===== config.mk =====
export PLATFORM = sky130hd
export DESIGN_NAME = mmu_utlb_flat
export DESIGN_NICKNAME = d
export VERILOG_FILES = /design/src/rtl/mmu_utlb_if.sv /design/src/rtl/mmu_utlb.sv /design/src/flat_wrapper.sv
export SDC_FILE = /design/constraint.sdc
export NUM_CORES = 1
export LEC_CHECK = 0
export CAP_MARGIN = 20
export CORE_MARGIN = 5
export CORE_UTILIZATION = 56
export DETAILED_ROUTE_END_ITERATION = 8
export PLACE_DENSITY = 0.86
export SYNTH_ARGS = -nofsm -noshare
export SYNTH_HDL_FRONTEND = slang
export SYNTH_SLANG_ARGS = --single-unit
export TNS_END_PERCENT = 5

===== constraint.sdc =====
create_clock -name clk -period 8.5 [get_ports clk]
set_input_delay 0.85 -clock clk [delete_from_list [all_inputs] [get_ports clk]]
set_output_delay 0.85 -clock clk [all_outputs]
set_load 0.03 [all_outputs]

===== src/rtl/mmu_utlb_if.sv =====
// Pipeline-side and main-TLB-side signal bundle for the micro-TLB front-end.
// Optional UTLB_PERF_CNT_EN adds the per-port hit/miss counter outputs.
interface mmu_utlb_if #(
    parameter int NUM_PORTS = 2,
    parameter int VPN_W     = 20,
    parameter int PFN_W     = 20,
    parameter int ASID_W    = 8
);
    logic [ASID_W-1:0]          asid;
    logic                       flush;
    logic [NUM_PORTS-1:0]       req_valid;
    logic [NUM_PORTS*VPN_W-1:0] req_vpn;
    logic [NUM_PORTS-1:0]       req_ready;
    logic [NUM_PORTS-1:0]       resp_valid;
    logic [NUM_PORTS-1:0]       resp_miss;
    logic [NUM_PORTS*PFN_W-1:0] resp_pfn;
    logic [NUM_PORTS*5-1:0]     resp_flags;
    logic                       tlb_req_valid;
    logic [VPN_W-1:0]           tlb_req_vpn;
    logic                       tlb_resp_valid;
    logic                       tlb_resp_miss;
    logic                       tlb_resp_global;
    logic [PFN_W-1:0]           tlb_resp_pfn;
    logic [4:0]                 tlb_resp_flags;
`ifdef UTLB_PERF_CNT_EN
    logic [NUM_PORTS*32-1:0]    perf_hit;
    logic [NUM_PORTS*32-1:0]    perf_miss;
`endif

    modport slave (
        input  asid, flush, req_valid, req_vpn,
        input  tlb_resp_valid, tlb_resp_miss, tlb_resp_global, tlb_resp_pfn, tlb_resp_flags,
        output req_ready, resp_valid, resp_miss, resp_pfn, resp_flags,
`ifdef UTLB_PERF_CNT_EN
        output perf_hit, perf_miss,
`endif
        output tlb_req_valid, tlb_req_vpn
    );

    modport master (
        output asid, flush, req_valid, req_vpn,
        output tlb_resp_valid, tlb_resp_miss, tlb_resp_global, tlb_resp_pfn, tlb_resp_flags,
        input  req_ready, resp_valid, resp_miss, resp_pfn, resp_flags,
`ifdef UTLB_PERF_CNT_EN
        input  perf_hit, perf_miss,
`endif
        input  tlb_req_valid, tlb_req_vpn
    );
endinterface


===== src/rtl/mmu_utlb.sv =====
// Multi-port micro-TLB: per-port fully-associative caches refilled through one
// round-robin arbitrated main-TLB port. Define UTLB_PERF_CNT_EN for hit/miss counters.
module mmu_utlb #(
    parameter int NUM_PORTS  = 2,
    parameter int UTLB_DEPTH = 4,
    parameter int VPN_W      = 20,
    parameter int PFN_W      = 20,
    parameter int ASID_W     = 8
) (
    input logic         clk,
    input logic         reset,
    mmu_utlb_if.slave   bus
);
    localparam int IDX_W = $clog2(UTLB_DEPTH);
    localparam int PTR_W = (NUM_PORTS > 1) ? $clog2(NUM_PORTS) : 1;

    typedef enum logic [1:0] {IDLE, WAIT_GRANT, WAIT_RESP} state_e;

    state_e                  st_q [NUM_PORTS];
    state_e                  st_d [NUM_PORTS];
    logic [UTLB_DEPTH-1:0]   v_q  [NUM_PORTS];
    logic [UTLB_DEPTH-1:0]   g_q  [NUM_PORTS];
    logic [VPN_W-1:0]        vpn_q  [NUM_PORTS][UTLB_DEPTH];
    logic [ASID_W-1:0]       asid_q [NUM_PORTS][UTLB_DEPTH];
    logic [PFN_W-1:0]        pfn_q  [NUM_PORTS][UTLB_DEPTH];
    logic [4:0]              flg_q  [NUM_PORTS][UTLB_DEPTH];
    logic [IDX_W-1:0]        rr_q   [NUM_PORTS];
    logic [VPN_W-1:0]        lvpn_q [NUM_PORTS];
    logic [NUM_PORTS-1:0]    stale_q;
    logic [PTR_W-1:0]        arb_q;

    logic [NUM_PORTS-1:0]       resp_valid_q, resp_miss_q;
    logic [NUM_PORTS*PFN_W-1:0] resp_pfn_q;
    logic [NUM_PORTS*5-1:0]     resp_flags_q;
    logic                       tlb_req_valid_q;
    logic [VPN_W-1:0]           tlb_req_vpn_q;

    logic [NUM_PORTS-1:0] hit, acc_hit, acc_miss, rsp_done, fill, full, gnt_oh;
    logic [IDX_W-1:0]     hit_idx [NUM_PORTS];
    logic [IDX_W-1:0]     victim  [NUM_PORTS];
    logic                 gnt_vld, any_wresp;
    logic [PTR_W-1:0]     gnt_idx;

    always_comb begin
        hit = '0; acc_hit = '0; acc_miss = '0; rsp_done = '0; fill = '0; full = '0;
        gnt_oh = '0; gnt_vld = 1'b0; gnt_idx = '0; any_wresp = 1'b0;
        for (int p = 0; p < NUM_PORTS; p++) begin
            hit_idx[p] = '0;
            victim[p]  = rr_q[p];
            full[p]    = &v_q[p];
            st_d[p]    = st_q[p];
            // Descending scans leave the lowest matching / lowest free index selected
            for (int i = UTLB_DEPTH - 1; i >= 0; i--) begin
                if (v_q[p][i] && vpn_q[p][i] == bus.req_vpn[p*VPN_W +: VPN_W] &&
                    (g_q[p][i] || asid_q[p][i] == bus.asid)) begin
                    hit[p]     = 1'b1;
                    hit_idx[p] = IDX_W'(i);
                end
                if (!v_q[p][i]) victim[p] = IDX_W'(i);
            end
            acc_hit[p]  = bus.req_valid[p] && st_q[p] == IDLE && hit[p] && !bus.flush;
            acc_miss[p] = bus.req_valid[p] && st_q[p] == IDLE && !(hit[p] && !bus.flush);
            rsp_done[p] = st_q[p] == WAIT_RESP && bus.tlb_resp_valid;
            fill[p]     = rsp_done[p] && !bus.tlb_resp_miss && !stale_q[p] && !bus.flush;
            any_wresp   = any_wresp | (st_q[p] == WAIT_RESP);
        end
        // Only one lookup may be outstanding; search starts after the last grant
        if (!any_wresp) begin
            for (int i = 0; i < NUM_PORTS; i++) begin
                if (!gnt_vld && st_q[(int'(arb_q) + 1 + i) % NUM_PORTS] == WAIT_GRANT) begin
                    gnt_vld = 1'b1;
                    gnt_idx = PTR_W'((int'(arb_q) + 1 + i) % NUM_PORTS);
                    gnt_oh[(int'(arb_q) + 1 + i) % NUM_PORTS] = 1'b1;
                end
            end
        end
        for (int p = 0; p < NUM_PORTS; p++) begin
            case (st_q[p])
                IDLE:       if (acc_miss[p]) st_d[p] = WAIT_GRANT;
                WAIT_GRANT: if (gnt_oh[p])   st_d[p] = WAIT_RESP;
                WAIT_RESP:  if (rsp_done[p]) st_d[p] = IDLE;
                default:    st_d[p] = IDLE;
            endcase
        end
    end

    always_ff @(posedge clk or negedge reset) begin
        if (!reset) begin
            for (int p = 0; p < NUM_PORTS; p++) begin
                st_q[p] <= IDLE;
                v_q[p]  <= '0;
                rr_q[p] <= '0;
            end
            stale_q         <= '0;
            arb_q           <= '0;
            resp_valid_q    <= '0;
            resp_miss_q     <= '0;
            resp_pfn_q      <= '0;
            resp_flags_q    <= '0;
            tlb_req_valid_q <= 1'b0;
            tlb_req_vpn_q   <= '0;
        end else begin
            tlb_req_valid_q <= gnt_vld;
            if (gnt_vld) begin
                arb_q         <= gnt_idx;
                tlb_req_vpn_q <= lvpn_q[gnt_idx];
            end
            for (int p = 0; p < NUM_PORTS; p++) begin
                st_q[p]         <= st_d[p];
                resp_valid_q[p] <= acc_hit[p] | rsp_done[p];
                if (acc_hit[p]) begin
                    resp_miss_q[p]           <= 1'b0;
                    resp_pfn_q[p*PFN_W +: PFN_W] <= pfn_q[p][hit_idx[p]];
                    resp_flags_q[p*5 +: 5]   <= flg_q[p][hit_idx[p]];
                end else if (rsp_done[p]) begin
                    resp_miss_q[p]           <= bus.tlb_resp_miss;
                    resp_pfn_q[p*PFN_W +: PFN_W] <= bus.tlb_resp_pfn;
                    resp_flags_q[p*5 +: 5]   <= bus.tlb_resp_flags;
                end
                if (bus.flush)  v_q[p] <= '0;
                else if (fill[p]) v_q[p][victim[p]] <= 1'b1;
                if (fill[p] && full[p]) rr_q[p] <= rr_q[p] + IDX_W'(1);
                // A flush seen while the lookup is in flight makes its result untrustworthy
                if (gnt_oh[p]) stale_q[p] <= 1'b0;
                else if (st_q[p] == WAIT_RESP && bus.flush) stale_q[p] <= 1'b1;
            end
        end
    end

    always_ff @(posedge clk) begin
        for (int p = 0; p < NUM_PORTS; p++) begin
            if (acc_miss[p]) lvpn_q[p] <= bus.req_vpn[p*VPN_W +: VPN_W];
            if (fill[p]) begin
                vpn_q[p][victim[p]]  <= lvpn_q[p];
                asid_q[p][victim[p]] <= bus.asid;
                g_q[p][victim[p]]    <= bus.tlb_resp_global;
                pfn_q[p][victim[p]]  <= bus.tlb_resp_pfn;
                flg_q[p][victim[p]]  <= bus.tlb_resp_flags;
            end
        end
    end

`ifdef UTLB_PERF_CNT_EN
    logic [31:0] perf_hit_q  [NUM_PORTS];
    logic [31:0] perf_miss_q [NUM_PORTS];

    always_ff @(posedge clk or negedge reset) begin
        if (!reset) begin
            for (int p = 0; p < NUM_PORTS; p++) begin
                perf_hit_q[p]  <= '0;
                perf_miss_q[p] <= '0;
            end
        end else begin
            for (int p = 0; p < NUM_PORTS; p++) begin
                if (acc_hit[p] && perf_hit_q[p] != '1)   perf_hit_q[p]  <= perf_hit_q[p] + 32'd1;
                if (acc_miss[p] && perf_miss_q[p] != '1) perf_miss_q[p] <= perf_miss_q[p] + 32'd1;
            end
        end
    end

    always_comb begin
        for (int p = 0; p < NUM_PORTS; p++) begin
            bus.perf_hit[p*32 +: 32]  = perf_hit_q[p];
            bus.perf_miss[p*32 +: 32] = perf_miss_q[p];
        end
    end
`endif

    always_comb begin
        for (int p = 0; p < NUM_PORTS; p++) bus.req_ready[p] = (st_q[p] == IDLE);
    end

    assign bus.resp_valid    = resp_valid_q;
    assign bus.resp_miss     = resp_miss_q;
    assign bus.resp_pfn      = resp_pfn_q;
    assign bus.resp_flags    = resp_flags_q;
    assign bus.tlb_req_valid = tlb_req_valid_q;
    assign bus.tlb_req_vpn   = tlb_req_vpn_q;
endmodule


===== src/flat_wrapper.sv =====
// flat-port wrapper written by rule: the top's interface ports become plain ports
module mmu_utlb_flat 
#(
    parameter int NUM_PORTS  = 2,
    parameter int UTLB_DEPTH = 4,
    parameter int VPN_W      = 20,
    parameter int PFN_W      = 20,
    parameter int ASID_W     = 8
)
  (clk, reset, bus_asid, bus_flush, bus_req_valid, bus_req_vpn, bus_tlb_resp_valid, bus_tlb_resp_miss, bus_tlb_resp_global, bus_tlb_resp_pfn, bus_tlb_resp_flags, bus_req_ready, bus_resp_valid, bus_resp_miss, bus_resp_pfn, bus_resp_flags, bus_tlb_req_valid, bus_tlb_req_vpn);
  mmu_utlb_if #(.NUM_PORTS(NUM_PORTS), .VPN_W(VPN_W), .PFN_W(PFN_W), .ASID_W(ASID_W)) bus_i ();
  input logic clk;
  input logic reset;
  input wire logic [$bits(bus_i.asid)-1:0] bus_asid;
  input wire logic [$bits(bus_i.flush)-1:0] bus_flush;
  input wire logic [$bits(bus_i.req_valid)-1:0] bus_req_valid;
  input wire logic [$bits(bus_i.req_vpn)-1:0] bus_req_vpn;
  input wire logic [$bits(bus_i.tlb_resp_valid)-1:0] bus_tlb_resp_valid;
  input wire logic [$bits(bus_i.tlb_resp_miss)-1:0] bus_tlb_resp_miss;
  input wire logic [$bits(bus_i.tlb_resp_global)-1:0] bus_tlb_resp_global;
  input wire logic [$bits(bus_i.tlb_resp_pfn)-1:0] bus_tlb_resp_pfn;
  input wire logic [$bits(bus_i.tlb_resp_flags)-1:0] bus_tlb_resp_flags;
  output wire logic [$bits(bus_i.req_ready)-1:0] bus_req_ready;
  output wire logic [$bits(bus_i.resp_valid)-1:0] bus_resp_valid;
  output wire logic [$bits(bus_i.resp_miss)-1:0] bus_resp_miss;
  output wire logic [$bits(bus_i.resp_pfn)-1:0] bus_resp_pfn;
  output wire logic [$bits(bus_i.resp_flags)-1:0] bus_resp_flags;
  output wire logic [$bits(bus_i.tlb_req_valid)-1:0] bus_tlb_req_valid;
  output wire logic [$bits(bus_i.tlb_req_vpn)-1:0] bus_tlb_req_vpn;
  assign bus_i.asid = bus_asid;
  assign bus_i.flush = bus_flush;
  assign bus_i.req_valid = bus_req_valid;
  assign bus_i.req_vpn = bus_req_vpn;
  assign bus_i.tlb_resp_valid = bus_tlb_resp_valid;
  assign bus_i.tlb_resp_miss = bus_tlb_resp_miss;
  assign bus_i.tlb_resp_global = bus_tlb_resp_global;
  assign bus_i.tlb_resp_pfn = bus_tlb_resp_pfn;
  assign bus_i.tlb_resp_flags = bus_tlb_resp_flags;
  assign bus_req_ready = bus_i.req_ready;
  assign bus_resp_valid = bus_i.resp_valid;
  assign bus_resp_miss = bus_i.resp_miss;
  assign bus_resp_pfn = bus_i.resp_pfn;
  assign bus_resp_flags = bus_i.resp_flags;
  assign bus_tlb_req_valid = bus_i.tlb_req_valid;
  assign bus_tlb_req_vpn = bus_i.tlb_req_vpn;
  mmu_utlb #(.NUM_PORTS(NUM_PORTS), .UTLB_DEPTH(UTLB_DEPTH), .VPN_W(VPN_W), .PFN_W(PFN_W), .ASID_W(ASID_W)) u_core (.clk(clk), .reset(reset), .bus(bus_i));
endmodule

==> summary.txt, run 1 <==
CTS
  • Post-CTS sizing: 0
  • Reg clk slew, reported paths: 0.07 ns
  • TritonCTS clock tree: built
  • CTS H-Tree Depth: 2
  • Hold buffers post-CTS: 0
  • Clock Latency Late Sink: 0.60 ns
  • Number of clock sinks: 566
  • Postcts setup bufs: 0
  • Clk buf depth: 3
  • Root buffer cell: clkbuf_16
  • Clock buffer count from CTS: 54

Place
  • Post-DP HPWL: 34.4 mm
  • Port Buffers: 157
  • GP Congestion: 0.807

Floorplanning
  • Die Span X: 211 um
  • Core area: 39,900 um2
  • DIE AREA: 44,700 um2
  • Rows: 73
  • Initial Utilization: 56.9%
  • Die Y-Extent: 211 um
  • Number of placed I/O pins: 158

STA
  • WHS: 0.253 ns
  • Max Clock Freq: 0.226 GHz
  • Setup TNS: 0 ns
  • Normalized max-slew margin: 30.3%
  • Final Max Slew Viols: 0
  • Final Critical Period: 4.43 ns
  • Clock skew: 0.0215 ns
  • RSZ-0062 raised after global routing: no
  • Slew @ Worst Pin: 1.04 ns
  • Final worst-path cycle share: 52.2%
  • Count of final hold-check violations: 0
  • Final setup viols: 0

Cells and area
  • Area of the multi-input gates: 5900 um2
  • Fillcell total: 2,543
  • Area growth, synth to finish: 17.4%
  • # diodes: 0
  • Register Area: 16,500 um2
  • Final core utilization: 66.8%
  • Final net count: 1,722
  • Layout cells sized above 1: 10.6%

Min path
  • Hold Crit Class: in2async

Logic synthesis
  • Net Count, Synth: 1,540
  • Syn Area/Cell: 15.6 um2
  • Number of synthesized register bits: 566
  • Syn. warnings: 0
  • Cell with the most instances after synthesis: edfxtp_1
  • Cells after synthesis: 1,459
  • Area share of the largest cell type after synthesis: 62.4%
  • Post-synthesis sequential area ratio: 72.7%
  • Top_reg_cell synth: edfxtp_1
  • Post-synth EDFFs: 472
  • Synth cell types: 47
  • Largest cells by area after synthesis: edfxtp_1, dfrtp_1, xor2_1
  • Top cells by count, synth: edfxtp_1, xor2_1, nand2_1, dfrtp_1, o21ai_0
  • Ys async rst share: 16.6%
  • Post-Syn Area: 22,700 um2
  • Largest area contributor in the netlist: edfxtp_1

Route
  • Via Count: 13,400
  • Avg WL per Cell: 24.6 um
  • Drt first pass iters: 5
  • DRC errors left: 0
  • Drt total wl: 54.4 mm
  • DRT antenna net count: 0
  • Vias/cell: 6.06
  • DRT iter0 DRCs: 1,459

Worst setup path
  • Crit path launch type: input pin
  • Critical Path Source: bus_asid[7]
  • Slowest stage delay, CP: 0.89 ns
  • Setup CP Type: in2reg
  • CP most frequent cell: o21ai_0
  • CP endpoint kind: flip-flop
  • CP arrival: 4.88 ns
  • Req. time, crit path: 8.95 ns
  • CP max stage cell: clkdlybuf4s50_1
  • CP Max Fanout: 25
  • FF-to-FF Start: u_core.asid_q[0][39]$_DFFE_PP_
  • Critical path, cell by cell: clkdlybuf4s50_1 -> xor2_1 -> nor4_1 -> a21oi_1 -> or4_4 -> nor2_4 -> mux2_2 -> o21ai_0 -> o21ai_0

Power
  • Sw Pwr: 2.14 mW
  • Max VDD drop: 0.140 mV
  • Power Dens Cells: 276 nW/um2
  • Switching portion of total power: 29.1%
  • Pint: 5.23 mW
  • Clock share of power: 31.8%
  • Seq pwr share: 47.8%
  • Static leakage: 9.64 nW
  • Combinational Power Share: 20.4%

GRT
  • Initial antenna violation count: 0
  • Vias in the first global route: 13,800
  • Largest net degree at the start of global routing: 60
  • Global-route usage over all layers: 24.2%
  • Gr ovfl total: 0
  • Global-route wire length before repair: 82.1 mm

Status
  • Run status: finished clean

Job
  • Max-Cap Viols: 0
area by class of cell:
| cell class | instances | area share, % |
|---|---|---|
| flip-flops and latches | 566 | 62.0 |
| multi-input cells | 821 | 22.1 |
| repair buffers | 187 | 6.83 |
| clock buffers | 78 | 5.63 |
| well taps | 525 | 2.46 |
| clock inverters | 22 | 0.849 |
| inverters | 11 | 0.155 |
stage by stage:
| step | cell area, um2 | cells | setup WS [ns] | total power, mW |
|---|---|---|---|---|
| after global placement | 24900 | 2108 | 3.62 | 4.98 |
| after CTS | 26600 | 2208 | 4.07 | 7.39 |
| final | 26700 | 2210 | 4.07 | 7.37 |
| after global routing | 26700 | 2210 | 3.88 | 7.63 |
| after floorplan | 22700 | 1459 | 2.25 | 4.34 |
| after detailed placement | 24900 | 2108 | 3.47 | 5.05 |
cells by family after synthesis:
| family | share of synthesized area, % |
|---|---|
| and+or+nand+nor | 6.57 |
| muxes | 4.91 |
| DFF | 72.7 |
| xor gates and xnor gates | 8.79 |
| AOI/OAI and AO/OA | 5.34 |
| buffers and inverters | 1.66 |
worst max-delay path, delay by kind of cell:
family,cells,cell delay [ns]
XOR/XNOR,1,0.17
multiplexers,1,0.41
AO/OA/AOI/OAI,3,0.56
buffers and inverters,1,0.89
AND/OR/NAND/NOR,3,1.98
placed cells by master (no fill, tap or decap), types with 13 or more instances in the layout:
| cell | Yosys | layout |
|---|---|---|
| clkbuf_1 | 31 | 18 |
| a211oi_1 | 17 | 17 |
| nor2_1 | 14 | 13 |
| xnor2_1 | 18 | 18 |
| nand3_1 | 66 | 66 |
| edfxtp_1 | 472 | 472 |
| xor2_1 | 210 | 210 |
| clkdlybuf4s50_1 | 0 | 156 |
| mux2_2 | 47 | 47 |
| clkbuf_16 | 0 | 54 |
| buf_4 | 5 | 29 |
| nor4_1 | 53 | 53 |
| dfrtp_1 | 94 | 94 |
| a21oi_1 | 38 | 36 |
| a2bb2oi_1 | 16 | 16 |
| mux2i_1 | 54 | 54 |
| nand2_1 | 102 | 102 |
| a21boi_0 | 17 | 17 |
| nor3_1 | 17 | 14 |
| o21ai_0 | 71 | 71 |
layer usage:
layer / share of wire, % / GRT usage, %
met5: 0 / 0
met4: 3.5 / 9.13
met3: 8.2 / 4.28
met2: 50 / 40.4
met1: 38 / 32.2
flip-flops by register name, indices dropped and copies added, names as in the netlist:
name	count
u_core.arb_q	1
u_core.asid_q	64
u_core.bus.resp_flags	10
u_core.bus.resp_miss	2
u_core.bus.resp_pfn	40
u_core.bus.resp_valid	2
u_core.bus.tlb_req_valid	1
u_core.bus.tlb_req_vpn	20
u_core.flg_q	40
u_core.g_q	8
u_core.lvpn_q	40
u_core.pfn_q	160
u_core.rr_q	4
u_core.st_q	4
u_core.stale_q	2
u_core.v_q	8
u_core.vpn_q	160
final timing paths:
| path | to | slack [ns] | cells after the start |
|---|---|---|---|
| min in group clk | u_core.bus.tlb_req_vpn[6]$_DFFE_PN0P_ | 0.49 | 2 |
| min reg2reg | u_core.bus.tlb_req_vpn[6]$_DFFE_PN0P_ | 0.49 | 2 |
| min | u_core.bus.resp_flags[5]$_DFFE_PN0P_ | 0.25 | 1 |
| max reg2reg | u_core.bus.resp_pfn[22]$_DFFE_PN0P_ | 4.85 | 8 |
| max in group asynchronous | u_core.bus.tlb_req_vpn[9]$_DFFE_PN0P_ | 7.00 | 2 |
| max | u_core.bus.resp_pfn[22]$_DFFE_PN0P_ | 4.07 | 9 |
power by group through the flow:
stage / registers (mW) / logic, mW / clock network, mW
floorplan: 3.80 / 0.536 / 0
detailed placement: 3.57 / 1.48 / 0
global placement: 3.56 / 1.43 / 0
global route: 3.55 / 1.61 / 2.48
CTS: 3.52 / 1.50 / 2.37
finish: 3.52 / 1.50 / 2.34
Power figures use the tool's default switching activity.
==> inputs of run 2 (changes only) <==
- CORE_UTILIZATION: 56 -> 53
- clock period: 8.5 -> 3.92 ns (I/O delays scaled with it)
==> summary.txt, run 2 (synthesized netlist as in run 1, its figures left out) <==
STA
  • Final worst-path cycle share: 81.5%
  • Count of final hold-check violations: 0 (unchanged)
  • Max Clock Freq: 0.313 GHz
  • Final Max Slew Viols: 0 (unchanged)
  • Final Critical Period: 3.19 ns
  • RSZ-0062 raised after global routing: no
  • Slew @ Worst Pin: 0.994 ns (-0.0500 ns)
  • Normalized max-slew margin: 33.7% (+3.5 points)
  • Clock skew: 0.0228 ns (+0.00132 ns)
  • Final setup viols: 0 (unchanged)

CTS
  • Reg clk slew, reported paths: 0.07 ns (about the same)
  • Clock Latency Late Sink: 0.60 ns (about the same)
  • TritonCTS clock tree: built
  • CTS H-Tree Depth: 2 (unchanged)
  • Clock buffer count from CTS: 54 (unchanged)
  • Clk buf depth: 3 (unchanged)
  • Root buffer cell: clkbuf_16
  • Post-CTS sizing: 0 (unchanged)
  • Number of clock sinks: 566 (unchanged)

Floorplanning
  • Number of placed I/O pins: 158 (unchanged)
  • DIE AREA: 47,100 um2 (+5.4%)
  • Die Y-Extent: 217 um (+2.7%)
  • Core area: 42,200 um2 (+5.8%)
  • Rows: 75 (+2.7%)
  • Initial Utilization: 53.8% (-3.1 points)
  • Die Span X: 217 um (+2.7%)

Route
  • DRT iter0 DRCs: 1,458 (-0.069%)
  • Drt first pass iters: 5 (unchanged)
  • DRT antenna net count: 0 (unchanged)
  • Avg WL per Cell: 24.3 um (-1.4%)
  • Via Count: 13,300 (-0.97%)
  • Drt total wl: 54.7 mm (+0.59%)
  • DRC errors left: 0 (unchanged)
  • Vias/cell: 5.89 (-2.9%)

Cells and area
  • Area growth, synth to finish: 19.7%
  • # diodes: 0 (unchanged)
  • Non-filler cells, final: 2,254 (+2.0%)
  • Layout cells sized above 1: 12.4% (+1.9 points)
  • Most common cell after layout, fill and taps aside: edfxtp_1
  • Most frequent cells in the layout: edfxtp_1, xor2_1, clkdlybuf4s50_1
  • Final net count: 1,750 (+1.6%)

Worst setup path
  • CP Max Fanout: 25 (unchanged)
  • Setup CP Type: in2reg
  • Slowest stage delay, CP: 0.66 ns (-0.23 ns)
  • CP max stage cell: clkdlybuf4s50_1
  • Crit path launch type: input pin
  • CP endpoint kind: flip-flop
  • Critical path, cell by cell: clkdlybuf4s50_1 -> buf_4 -> xor2_1 -> nor4_1 -> a21oi_1 -> nor3_1 -> o21bai_4 -> and2_4 -> mux2_2 -> o211a_1
  • CP arrival: 3.67 ns (-1.21 ns)
  • Req. time, crit path: 4.39 ns (-4.56 ns)

GRT
  • Initial antenna violation count: 3 (+3)
  • Global-route wire length before repair: 82.8 mm (+0.89%)
  • Global-route usage over all layers: 23.0% (-1.2 points)
  • Vias in the first global route: 13,700 (-0.55%)
  • Gr ovfl total: 0 (unchanged)
  • Largest net degree at the start of global routing: 69 (+15%)

Power
  • Power Dens Cells: 609 nW/um2 (+120%)
  • Static leakage: 9.94 nW (+3.1%)
  • Max VDD drop: 0.359 mV (+160%)
  • Total design power: 16.6 mW (+120%)

Status
  • Run status: finished clean

Place
  • GP Congestion: 0.832 (+3.1%)
  • Port Buffers: 157 (unchanged)
  • Post-DP HPWL: 34.1 mm (-0.78%)
  • Cell count after placement: 2,151 (+2.0%)

Job
  • Max-Cap Viols: 0 (unchanged)

Min path
  • Hold Crit Class: reg2reg
-- run 2: changes by cell type in the layout (fill, tap and decap cells not counted), sizes merged --
cell,delta
clkbuf,-3
dlygate4sd3,+1
clkinv,-2
buf,+27
bufinv,+7
-- run 2: area by class of cell --
type                            instances  area (um2)
Clock buffer                           75        1550
Clock inverter                         27         418
Fill cell                            2807       15000
Inverter                               11        41.3
Multi-Input combinational cell        821        5930
Sequential cell                       566       16500
Tap cell                              539         674
Timing Repair Buffer                  215        2070
-- run 2: path summary, 6_finish.rpt --
path / from / end / slack, ns / cells after the start
max: bus_asid[1] / u_core.bus.resp_flags[6]$_DFFE_PN0P_ / 0.73 / 10
min: u_core.rr_q[3]$_DFFE_PN0P_ / u_core.rr_q[3]$_DFFE_PN0P_ / 0.47 / 1
max reg2reg: u_core.vpn_q[0][81]$_DFFE_PP_ / u_core.bus.resp_flags[6]$_DFFE_PN0P_ / 0.78 / 8
min reg2reg: u_core.rr_q[3]$_DFFE_PN0P_ / u_core.rr_q[3]$_DFFE_PN0P_ / 0.47 / 1
max in group asynchronous: reset / u_core.bus.resp_pfn[0]$_DFFE_PN0P_ / 2.37 / 3
min in group asynchronous: reset / u_core.bus.tlb_req_vpn[3]$_DFFE_PN0P_ / 0.50 / 2
-- run 2: repair_timing --
| item | 4_1_cts | 5_1_grt |
|---|---|---|
| endpoints found under the hold margin | 63 | 0 |
| hold buffers | 1 | 0 |
| setup buffers | 0 | 0 |
-- run 2: per-layer routing --
layer / part of all wire (%) / wire length, um / GRT usage [%]
met1: 40 / 21700 / 31.6
met2: 49 / 26900 / 37.8
met3: 8.6 / 4690 / 5.10
met4: 2.5 / 1350 / 6.00
met5: 0.071 / 39 / 0
-- run 2: report_power, final --
part / switching, mW / leakage (nW) / internal (mW) / total [mW]
logic: 1.97 / 3.53 / 1.26 / 3.23
clock network: 2.21 / 0.959 / 3.50 / 5.71
registers: 0.475 / 5.45 / 7.15 / 7.62
-- run 2: worst max-delay path, delay by kind of cell --
family / cells / cell delay, ns
AND/OR/NAND/NOR: 3 / 1.23
buffers and inverters: 2 / 0.94
AO/OA/AOI/OAI: 3 / 0.60
multiplexers: 1 / 0.39
XOR/XNOR: 1 / 0.09
-- run 2: per-stage QoR --
step / hold slack [ns] / setup WS (ns) / util [%] / TNS [ns] / instance area [um2]
5_1_grt: 0.502 / 0.612 / 64.4 / 0 / 27200
4_1_cts: 0.476 / 0.733 / 64.4 / 0 / 27200
3_5_place_dp: 0.463 / 0.221 / 59.7 / 0 / 25200
6_report: 0.475 / 0.727 / 64.4 / 0 / 27200
3_3_place_gp: 0.460 / 0.260 / 59.7 / 0 / 25200
2_1_floorplan: 0.0964 / -0.374 / - / -41.53 / 22800
==> inputs of run 3 (changes only) <==
- clock period: 3.92 -> 2.7 ns (I/O delays scaled with it)
==> summary.txt, run 3 (synthesized netlist as in run 1, its figures left out) <==
CTS
  • Root buffer cell: clkbuf_16
  • Clock buffer count from CTS: 54 (unchanged)
  • Clk buf depth: 3 (unchanged)
  • Number of clock sinks: 566 (unchanged)
  • Reg clk slew, reported paths: 0.06 ns (about the same)
  • TritonCTS clock tree: built
  • Clock Latency Late Sink: 0.60 ns (about the same)
  • CTS H-Tree Depth: 2 (unchanged)

STA
  • Normalized max-slew margin: 57.6% (+24 points)
  • Count of final hold-check violations: 0 (unchanged)
  • Clock skew: 0.0325 ns (+0.00972 ns)
  • Max Clock Freq: 0.353 GHz
  • Setup TNS: -1.31 ns (-1.31 ns)
  • Final Critical Period: 2.84 ns
  • Slack of the critical path: -0.136 ns (-0.863 ns)
  • Final setup viols: 18 (+18)
  • RSZ-0062 raised after global routing: yes
  • WHS: 0.121 ns (-0.354 ns)
  • Final worst-path cycle share: 105%
  • Final Max Slew Viols: 0 (unchanged)
  • Slew @ Worst Pin: 0.633 ns (-0.361 ns)

Route
  • Vias/cell: 6.10 (+3.6%)
  • Drt total wl: 61.5 mm (+12%)
  • Via Count: 14,300 (+8.0%)
  • DRT antenna net count: 0 (unchanged)
  • Drt first pass iters: 6 (+1)
  • DRT iter0 DRCs: 1,773 (+22%)
  • Avg WL per Cell: 26.2 um (+7.8%)
  • DRC errors left: 0 (unchanged)

Floorplanning
  • Rows: 75 (unchanged)
  • DIE AREA: 47,100 um2 (unchanged)
  • Initial Utilization: 53.8% (unchanged)
  • Number of placed I/O pins: 158 (unchanged)
  • Die Span X: 217 um (unchanged)
  • Die Y-Extent: 217 um (unchanged)
  • Core area: 42,200 um2 (unchanged)

GRT
  • Gr ovfl total: 0 (unchanged)
  • Largest net degree at the start of global routing: 47 (-32%)
  • Vias in the first global route: 14,800 (+7.8%)
  • Initial antenna violation count: 2 (-1)
  • Global-route usage over all layers: 25.0% (+2.1 points)
  • Global-route wire length before repair: 90.3 mm (+9.0%)

Cells and area
  • Final core utilization: 67.7% (+3.3 points)
  • Most common cell after layout, fill and taps aside: edfxtp_1
  • Area growth, synth to finish: 25.9%
  • Final net count: 1,846 (+5.5%)
  • Layout cells sized above 1: 20.6% (+8.2 points)
  • Most frequent cells in the layout: edfxtp_1, xor2_1, clkdlybuf4s50_1
  • Fillcell total: 2,561 (-8.8%)

Worst setup path
  • CP Max Fanout: 7 (-72%)
  • CP endpoint kind: flip-flop
  • Req. time, crit path: 3.16 ns (-1.23 ns)
  • CP arrival: 3.30 ns (-0.37 ns)
  • Setup CP Type: reg2reg
  • Crit path launch type: flip-flop

Place
  • Post-DP HPWL: 36.6 mm (+7.1%)
  • Port Buffers: 157 (unchanged)
  • GP Congestion: 0.844 (+1.4%)

Status
  • Run status: finished with violations
  • Failing checks: negative setup slack

Power
  • Max VDD drop: 0.480 mV (+34%)
  • Total design power: 23.6 mW (+43%)
  • Power Dens Cells: 825 nW/um2 (+36%)
  • Static leakage: 10.6 nW (+6.5%)

Min path
  • Hold Crit Class: in2reg

Job
  • Max-Cap Viols: 0 (unchanged)
==> run 3: cell count changes in the layout (fill, tap and decap cells not counted), sizes merged <==
cell           delta
and2              +1
buf              +92
bufinv            -8
clkbuf            +3
clkdlybuf4s50     -3
clkinv            +7
diode             +1
dlymetal6s2s      +3
==> run 3: what timing repair did <==
| action | in CTS | in global routing |
|---|---|---|
| resized for setup | 68 | 59 |
| cloned | 5 | 4 |
| hold endpoints to repair | 26 | 0 |
| endpoints found under the setup margin | 90 | 93 |
| hold buffers | 1 | 0 |
| setup buffers | 6 | 4 |
| pin swaps | 40 | 22 |
==> run 3: final timing paths <==
kind | from | to | slack [ns] | depth (start not counted)
min | bus_asid[0] | u_core.asid_q[0][32]$_DFFE_PP_ | 0.12 | 2
min in group asynchronous | reset | u_core.bus.tlb_req_vpn[11]$_DFFE_PN0P_ | 0.15 | 2
min reg2reg | u_core.rr_q[2]$_DFFE_PN0P_ | u_core.rr_q[2]$_DFFE_PN0P_ | 0.49 | 1
max | u_core.vpn_q[0][85]$_DFFE_PP_ | u_core.bus.resp_pfn[24]$_DFFE_PN0P_ | -0.14 | 11
max in group asynchronous | reset | u_core.bus.resp_pfn[2]$_DFFE_PN0P_ | 1.84 | 3
max reg2reg | u_core.vpn_q[0][85]$_DFFE_PP_ | u_core.bus.resp_pfn[24]$_DFFE_PN0P_ | -0.14 | 11
==> run 3: layout make-up <==
cell class | instances | area, um2 | share of cell area, %
multi-input cells | 822 | 6390 | 22.3
well taps | 539 | 674 | 2.36
clock inverters | 26 | 214 | 0.748
clock buffers | 75 | 1520 | 5.32
flip-flops and latches | 566 | 16500 | 57.8
diodes | 1 | 2.50 | 0.00875
inverters | 11 | 41.3 | 0.144
repair buffers | 310 | 3240 | 11.3
==> run 3: routing by layer <==
metal  up-vias  global-route usage (%)  part of all wire, %  wire [um]
met5         -                       0                0.023         14
li1       6072                       -                    -          -
met3       162                    4.60                  9.1       5620
met4         2                    9.50                  4.2       2580
met1      7179                    33.1                   37      22600
met2       918                    41.9                   50      30700
==> run 3: worst max-delay path, stage by stage (launching register included) <==
cell and delay [ns]:
edfxtp_1 0.41, xor2_1 0.20, nor4_2 0.30, nand4_1 0.20
or4_4 0.52, nor2_4 0.23, buf_12 0.15, buf_16 0.13
buf_12 0.12, mux2i_1 0.22, nand3_1 0.11, o211a_1 0.12
==> run 3: where the power goes <==
part | internal, mW | switching, mW
Sequential | 10.4 | 0.734
Clock | 4.22 | 3.21
Combinational | 2.00 | 3.07
==> run 3: through the flow <==
step           cells  cell area [um2]  setup slack (ns)
6_report        2350            28600            -0.136
4_1_cts         2344            28300           -0.0955
3_5_place_dp    2231            26100            -0.764
3_3_place_gp    2231            26100            -0.701
5_1_grt         2350            28600            -0.245
2_1_floorplan   1459            22800            -0.437
